File: src/rtl/jam_cost_if.sv
// jam_cost_if: engine-side request/grant bus and ROM port shared by the cost arbiter
interface jam_cost_if #(parameter int NREQ = 2);
  logic [NREQ-1:0]   req;
  logic [3*NREQ-1:0] w_in;
  logic [3*NREQ-1:0] j_in;
  logic [NREQ-1:0]   last;
  logic [NREQ-1:0]   gnt;
  logic [2:0]        W;
  logic [2:0]        J;
  logic              rom_en;
  logic [6:0]        Cost;
  logic [6:0]        cost_out;
  logic [NREQ-1:0]   cost_vld;
  logic              ovf;
  modport master (output req, w_in, j_in, last, Cost,
                  input gnt, W, J, rom_en, cost_out, cost_vld, ovf);
  modport slave  (input req, w_in, j_in, last, Cost,
                  output gnt, W, J, rom_en, cost_out, cost_vld, ovf);
endinterface

File: src/rtl/jam_cost_arbiter.sv
// jam_cost_arbiter: round-robin burst arbiter sharing one cost ROM port between engines
module jam_cost_arbiter #(
  parameter int NREQ      = 2,
  parameter int BURST_MAX = 8
) (
  input logic       CLK,
  input logic       RST,
  jam_cost_if.slave bus
);
  typedef enum logic {IDLE, BURST} state_t;
  state_t            state_q, state_d;
  logic [NREQ-1:0]   gnt_q, gnt_d, tag_q, tag_d, vld_q, vld_d, sel;
  logic [1:0]        rr_q, rr_d, own;
  logic [3:0]        cnt_q, cnt_d;
  logic [2:0]        w_q, w_d, j_q, j_d, w_sel, j_sel;
  logic [6:0]        cost_q, cost_d;
  logic              pend_q, pend_d, ovf_q, ovf_d, acc, fin, req_own, last_own;
  // decode the current owner's index and address slices from the one-hot grant
  always_comb begin
    own   = '0;
    w_sel = '0;
    j_sel = '0;
    for (int i = 0; i < NREQ; i++)
      if (gnt_q[i]) begin
        own   = 2'(i);
        w_sel = bus.w_in[3*i +: 3];
        j_sel = bus.j_in[3*i +: 3];
      end
  end
  // pick the first requester at or above rr_q, wrapping modulo NREQ
  always_comb begin
    sel = '0;
    for (int k = NREQ - 1; k >= 0; k--)
      for (int i = 0; i < NREQ; i++)
        if (bus.req[i] && i == (int'(rr_q) + k) % NREQ) begin
          sel    = '0;
          sel[i] = 1'b1;
        end
  end
  // burst FSM, address hold and response pipeline next-state
  always_comb begin
    req_own  = |(bus.req & gnt_q);
    last_own = |(bus.last & gnt_q);
    acc      = state_q == BURST && req_own;
    fin      = acc && (last_own || cnt_q == 4'(BURST_MAX - 1));
    state_d  = state_q;
    gnt_d    = gnt_q;
    rr_d     = rr_q;
    cnt_d    = acc ? cnt_q + 4'd1 : cnt_q;
    ovf_d    = 1'b0;
    if (state_q == IDLE && |bus.req) begin
      state_d = BURST;
      gnt_d   = sel;
    end
    if (fin) begin
      state_d = IDLE;
      gnt_d   = '0;
      cnt_d   = '0;
      rr_d    = own == 2'(NREQ - 1) ? 2'd0 : own + 2'd1;
      ovf_d   = !last_own;
    end
    w_d    = acc ? w_sel : w_q;
    j_d    = acc ? j_sel : j_q;
    tag_d  = acc ? gnt_q : tag_q;
    pend_d = acc;
    cost_d = pend_q ? bus.Cost : cost_q;
    vld_d  = pend_q ? tag_q : '0;
  end
  // state registers; reset discards any in-flight response
  always_ff @(posedge CLK or posedge RST)
    if (RST) begin
      state_q <= IDLE;
      gnt_q   <= '0;
      rr_q    <= '0;
      cnt_q   <= '0;
      ovf_q   <= 1'b0;
      w_q     <= '0;
      j_q     <= '0;
      tag_q   <= '0;
      pend_q  <= 1'b0;
      cost_q  <= '0;
      vld_q   <= '0;
    end else begin
      state_q <= state_d;
      gnt_q   <= gnt_d;
      rr_q    <= rr_d;
      cnt_q   <= cnt_d;
      ovf_q   <= ovf_d;
      w_q     <= w_d;
      j_q     <= j_d;
      tag_q   <= tag_d;
      pend_q  <= pend_d;
      cost_q  <= cost_d;
      vld_q   <= vld_d;
    end
  assign bus.gnt      = gnt_q;
  assign bus.W        = w_d;
  assign bus.J        = j_d;
  assign bus.rom_en   = acc;
  assign bus.cost_out = cost_q;
  assign bus.cost_vld = vld_q;
  assign bus.ovf      = ovf_q;
endmodule

File: src/flat_wrapper.sv
// flat-port wrapper written by rule: the top's interface ports become plain ports
module jam_cost_arbiter_flat 
#(
  parameter int NREQ      = 2,
  parameter int BURST_MAX = 8
)
  (CLK, RST, bus_req, bus_w_in, bus_j_in, bus_last, bus_Cost, bus_gnt, bus_W, bus_J, bus_rom_en, bus_cost_out, bus_cost_vld, bus_ovf);
  jam_cost_if #(.NREQ(NREQ)) bus_i ();
  input logic CLK;
  input logic RST;
  input wire logic [$bits(bus_i.req)-1:0] bus_req;
  input wire logic [$bits(bus_i.w_in)-1:0] bus_w_in;
  input wire logic [$bits(bus_i.j_in)-1:0] bus_j_in;
  input wire logic [$bits(bus_i.last)-1:0] bus_last;
  input wire logic [$bits(bus_i.Cost)-1:0] bus_Cost;
  output wire logic [$bits(bus_i.gnt)-1:0] bus_gnt;
  output wire logic [$bits(bus_i.W)-1:0] bus_W;
  output wire logic [$bits(bus_i.J)-1:0] bus_J;
  output wire logic [$bits(bus_i.rom_en)-1:0] bus_rom_en;
  output wire logic [$bits(bus_i.cost_out)-1:0] bus_cost_out;
  output wire logic [$bits(bus_i.cost_vld)-1:0] bus_cost_vld;
  output wire logic [$bits(bus_i.ovf)-1:0] bus_ovf;
  assign bus_i.req = bus_req;
  assign bus_i.w_in = bus_w_in;
  assign bus_i.j_in = bus_j_in;
  assign bus_i.last = bus_last;
  assign bus_i.Cost = bus_Cost;
  assign bus_gnt = bus_i.gnt;
  assign bus_W = bus_i.W;
  assign bus_J = bus_i.J;
  assign bus_rom_en = bus_i.rom_en;
  assign bus_cost_out = bus_i.cost_out;
  assign bus_cost_vld = bus_i.cost_vld;
  assign bus_ovf = bus_i.ovf;
  jam_cost_arbiter #(.NREQ(NREQ), .BURST_MAX(BURST_MAX)) u_core (.CLK(CLK), .RST(RST), .bus(bus_i));
endmodule
File: config.mk
export PLATFORM = sky130hd
export DESIGN_NAME = jam_cost_arbiter_flat
export DESIGN_NICKNAME = d
export VERILOG_FILES = /design/src/rtl/jam_cost_if.sv /design/src/rtl/jam_cost_arbiter.sv /design/src/flat_wrapper.sv
export SDC_FILE = /design/constraint.sdc
export NUM_CORES = 1
export LEC_CHECK = 0
export ABC_AREA = 0
export BUFFER_PORTS_ARGS = -buffer_cell sky130_fd_sc_hd__buf_4
export CAP_MARGIN = 20
export CORE_MARGIN = 2
export CORE_UTILIZATION = 44
export DETAILED_ROUTE_END_ITERATION = 7
export PLACE_DENSITY_LB_ADDON = 0.2
export REMOVE_ABC_BUFFERS = 1
export SYNTH_ARGS = -nofsm -noshare
export SYNTH_HDL_FRONTEND = slang
export SYNTH_SLANG_ARGS = --single-unit
export TNS_END_PERCENT = 5
File: constraint.sdc
create_clock -name CLK -period 1.3 [get_ports CLK]
set_input_delay 0.13 -clock CLK [delete_from_list [all_inputs] [get_ports CLK]]
set_output_delay 0.13 -clock CLK [all_outputs]
set_load 0.02 [all_outputs]
After elaboration in Yosys (flattened, before gate mapping). Cells that the tools add are included.

Bits in registers: 27. Bits of input ports: 25. Output and inout bits: 19. Word-level logic and storage cells: 57.

Add/subtract/negate cells: 3. Eq/ne operators: 3. Mux-type cells: 20. Bitwise operators: 4. Reduce and logical (&&, ||, !) cells: 16.

Operator list (count): $logic_not 32->1 (2); $mux 3 (6); $mux 2 (6); $mux 4 (2); $logic_and 1x1->1 (7); $mux 1 (6); $reduce_or 2->1 (3); $add 4x1->4 const B (1); $and 2x2->2 (2); $eq 4x3->1 const B (1); $reduce_bool 2->1 (2); $add 1x1->1 const B (2); $eq 2x2->1 const A (1); $and 1x1->1 const A (1); $eq 1x1->1 const B (1); $logic_not 1->1 (1); $logic_or 1x1->1 (1); $not 1->1 (1).

Longest topological paths before layout.
Depth after elaboration: 10. Depth in mapped cells: 4. Gate-level depth less buffers: 4.

Least setup slack after synthesis. No wires, ideal clock.

Path type: reg-to-reg. From: register u_core.gnt_q[1] (netlist: u_core.bus.gnt[1]). To: register u_core.j_q[0]. Arrival: 1.280 ns. Data required time: 1.161 ns. Setup slack: -0.119 ns. Stages on the path, launching flop included: 5. Buffers on the path: 0. Clock period less this slack: 1.419 ns. Cells stage by stage: dfrtp_1 -> a22o_4 -> nand2_8 -> inv_8 -> mux2_4.

Word-level cells in the longest chain between the ends: 4. Elaborated cells between the ends (all ways): 5. Classes of those cells: mux (2); bitwise (1); reduce/logical (2).

Ends and longest elaborated chain: start: declaration (RTL line jam_cost_arbiter.sv:12) `logic [NREQ-1:0] gnt_q, gnt_d, tag_q, tag_d, vld_q, vld_d, sel;`; start signal: assignment (RTL line jam_cost_arbiter.sv:85) `gnt_q <= gnt_d;`; $and 2x2->2 (RTL line jam_cost_arbiter.sv:42) `req_own = |(bus.req & gnt_q);`; $reduce_or 2->1 (RTL line jam_cost_arbiter.sv:42); $logic_and 1x1->1 (RTL line jam_cost_arbiter.sv:44) `acc = state_q == BURST && req_own;`; named net bus_rom_en (RTL line flat_wrapper.sv:19) `output wire logic [$bits(bus_i.rom_en)-1:0] bus_rom_en;`; $mux 3 (RTL line jam_cost_arbiter.sv:63) `j_d = acc ? j_sel : j_q;`; named net bus_J[0] (RTL line flat_wrapper.sv:18) `output wire logic [$bits(bus_i.J)-1:0] bus_J;`; end signal: assignment (RTL line jam_cost_arbiter.sv:90) `j_q <= j_d;`; end: declaration (RTL line jam_cost_arbiter.sv:15) `logic [2:0] w_q, w_d, j_q, j_d, w_sel, j_sel;`.

The timed path passes the listed nets, and every way through them passes these cells. A chain may end at the register's enable or synchronous reset.

Final worst setup path.
From: register u_core.gnt_q[1] (netlist: u_core.bus.gnt[1]). To: output bus_J[1].

Word-level cells in the longest chain between the ends: 4. Elaborated cells between the ends (all ways): 5. Classes of those cells: mux (2); bitwise (1); reduce/logical (2).

Ends and longest elaborated chain (RTL line): $and 2x2->2 (jam_cost_arbiter.sv:42); $reduce_or 2->1 (jam_cost_arbiter.sv:42); $logic_and 1x1->1 (jam_cost_arbiter.sv:44); $mux 3 * (jam_cost_arbiter.sv:63); end: declaration (flat_wrapper.sv:18).

Every way passes the cells marked *; elsewhere a longest branch is shown, timed or not.

==> flow_summary.ini <==
[synth]
synth_cell_type_count = 32
async_flop_share_pct = 100.0
avgSynthCellArea_um2 = 14.04
synth_seq_area_share_pct = 54.05
ys_seq_elements = 27
synth-edff-count = 0
ys_warn_count = 0
syn-cell-area_um2 = 1250
synth_ff_type = dfrtp_1
synthCells = 89

[floorplan]
rows = 19
die_y_um = 57.30
core_area_um2 = 2734
initial_core_util_pct = 45.72
design.die.area_um2 = 3283
fp.dieW_um = 57.30
io_pins = 44

[sta]
fin_skew_ns = 0.005318
max_freq_ghz = 0.5613
timing.final.crit_share_pct = 137.1
rsz0062_at_grt = yes
max_slew_margin_pct = 76.78
finalCriticalPeriod_ns = 1.782
finalMaxSlewViolations = 0
layout_setup_ws_ns = -0.4817
tightestPinTransition_ns = 0.3484
hold_viol = 0
finalSetupViolations = 10

[clock_network]
clk_latency_ns = 0.32
cts_tree = done
cts.clk_slew.worst_paths_ns = 0.15
cts-htree-levels = 1
clockBufferDepth = 2
clock_sinks = 27
cts_root_buf = clkbuf_4
cts-buffers-inserted = 3

[power_and_ir_drop]
total_power_mw = 3.992
power_density_nw_per_um2 = 2163
p_leak_nw = 0.9266
ir_drop_uv = 1425

[placed_design]
io_buffers = 43
place_ws_ns = -0.1349
dp_hpwl_um = 1871
gp_congestion = 0.7918

[setup_path]
crit_required_ns = 1.17
critPathLaunchType = flip-flop
path_max_fanout = 8
arrival_ns = 1.65
critPathCaptureType = output pin
criticalPathCategory = reg -> out

[grt]
grt_pass1_wl_um = 4381
grt_max_degree = 28
track_usage_pct = 16.83
antenna_found_initial = 0
overflow = 0
grt_pass1_vias = 954

[route]
vias = 934
drt_first_iter_violations = 16
routedWlPerCell_um = 13.99
drt-total-wl_um = 2603
drcViolationCount = 0
drt_first_pass_iters = 4
vias_per_cell = 5.022
antenna_left = 0

[run_status]
status = finished with violations
violations = negative setup slack

[finish]
drive_gt1_share_pct = 61.94
final_common_cell = buf_4
layout_common_cells = buf_4, dfrtp_1, mux2_2, mux2_4, buf_6
syn_to_final_growth_pct = 47.65
antennaDiodeCount = 0
fin_nets = 182

[run]
maxCapViolCount = 0

[min_path]
hp-class = in -> reg
## routing by layer
layer  vias to the layer above  GRT usage (%)  share of wire [%]
met5                         -              0                  0
met4                         0          3.987               0.61
met3                         2          3.175                5.1
met2                        27          29.06                 52
met1                       450          22.01                 43
li1                        455              -                  -
## layout make-up
cell class,count,area (µm²)
Fill cell,209,888.4
Clock inverter,1,7.507
Timing Repair Buffer,64,519.2
Sequential cell,27,676.9
Multi-Input combinational cell,54,550.5
Tap cell,31,38.79
Inverter,6,30.03
Clock buffer,3,22.52
## metrics by stage
step | util, % | TNS (ns) | std cells | cell area, µm² | hold WS, ns
final | 67.51 | -3.380 | 186 | 1846 | 0.02643
after floorplan | - | -3.537 | 87 | 1239 | 0.1827
after global placement | 62.65 | -0.8643 | 176 | 1713 | 0.2148
after CTS | 65.03 | -3.387 | 181 | 1778 | 0.006826
after detailed placement | 62.65 | -0.9642 | 176 | 1713 | 0.2186
after global routing | 67.51 | -4.370 | 186 | 1846 | 0.001996
## final timing paths
| check | to | slack, ns | cells past startpoint | start |
|---|---|---|---|---|
| max | bus_J[1] | -0.48 | 5 | u_core.bus.gnt[1] |
| min | u_core.bus.cost_out[3] | 0.03 | 2 | bus_Cost[3] |
| max reg2reg | u_core.tag_q[0] | -0.16 | 5 | u_core.bus.gnt[1] |
| min reg2reg | u_core.bus.cost_vld[0] | 0.52 | 1 | u_core.tag_q[0] |
| max in group asynchronous | u_core.bus.gnt[1] | 0.62 | 4 | RST |
| min in group asynchronous | u_core.cnt_q[3] | 0.40 | 4 | RST |
## what timing repair did
item                       4_1_cts  5_1_grt
hold endpoints to repair        27        4
setup endpoints to repair       13       24
hold buffers                     1        4
buffers inserted                 1        1
pin swaps                        4        3
resized for setup                7        5
## where the power goes
part           switching (mW)  internal (mW)  total, mW
combinational           0.989           1.24       2.23
sequential              0.227           1.17       1.39
clock                   0.256          0.117      0.373
## sequential cells by signal (all words and copies together), names as in the netlist
| name | count |
|---|---|
| u_core.bus.cost_out | 7 |
| u_core.bus.gnt | 2 |
| u_core.pend_q | 1 |
| u_core.j_q | 3 |
| u_core.w_q | 3 |
| u_core.tag_q | 2 |
| u_core.bus.ovf | 1 |
| u_core.state_q | 1 |
| u_core.rr_q | 1 |
| u_core.cnt_q | 4 |
| u_core.bus.cost_vld | 2 |
## cells in the mapped netlist, drive strengths merged, types with 2 or more instances
cell type  number  area [µm²]
and3            2       12.51
nand2b          2       12.51
dfrtp          27       675.7
nand2           4       31.28
mux2           15       191.4
and2            2       12.51
o2bb2ai         3       26.28
a22o            8       85.09
o211ai          3       27.52
nor2            2       7.510
inv             6       30.03
## kinds of logic (layout without fill, tap and decap cells)
| kind of cell | Yosys count | after routing | synth area share, % |
|---|---|---|---|
| flip-flops | 27 | 27 | 54.05 |
| AO/OA/AOI/OAI | 21 | 21 | 16.82 |
| multiplexers | 16 | 16 | 16.12 |
| AND/OR/NAND/NOR | 16 | 16 | 8.709 |
| buffers and inverters | 8 | 74 | 3.303 |
| adder cells (fa/ha/maj) | 1 | 1 | 1.001 |
## worst max-delay path: stages, from the launching register on
cell and delay [ns]:
dfrtp_2 0.48, a22o_4 0.29, nand2_8 0.08, inv_8 0.05, mux2_4 0.30, buf_6 0.13
(Power assumes the default switching activity.)
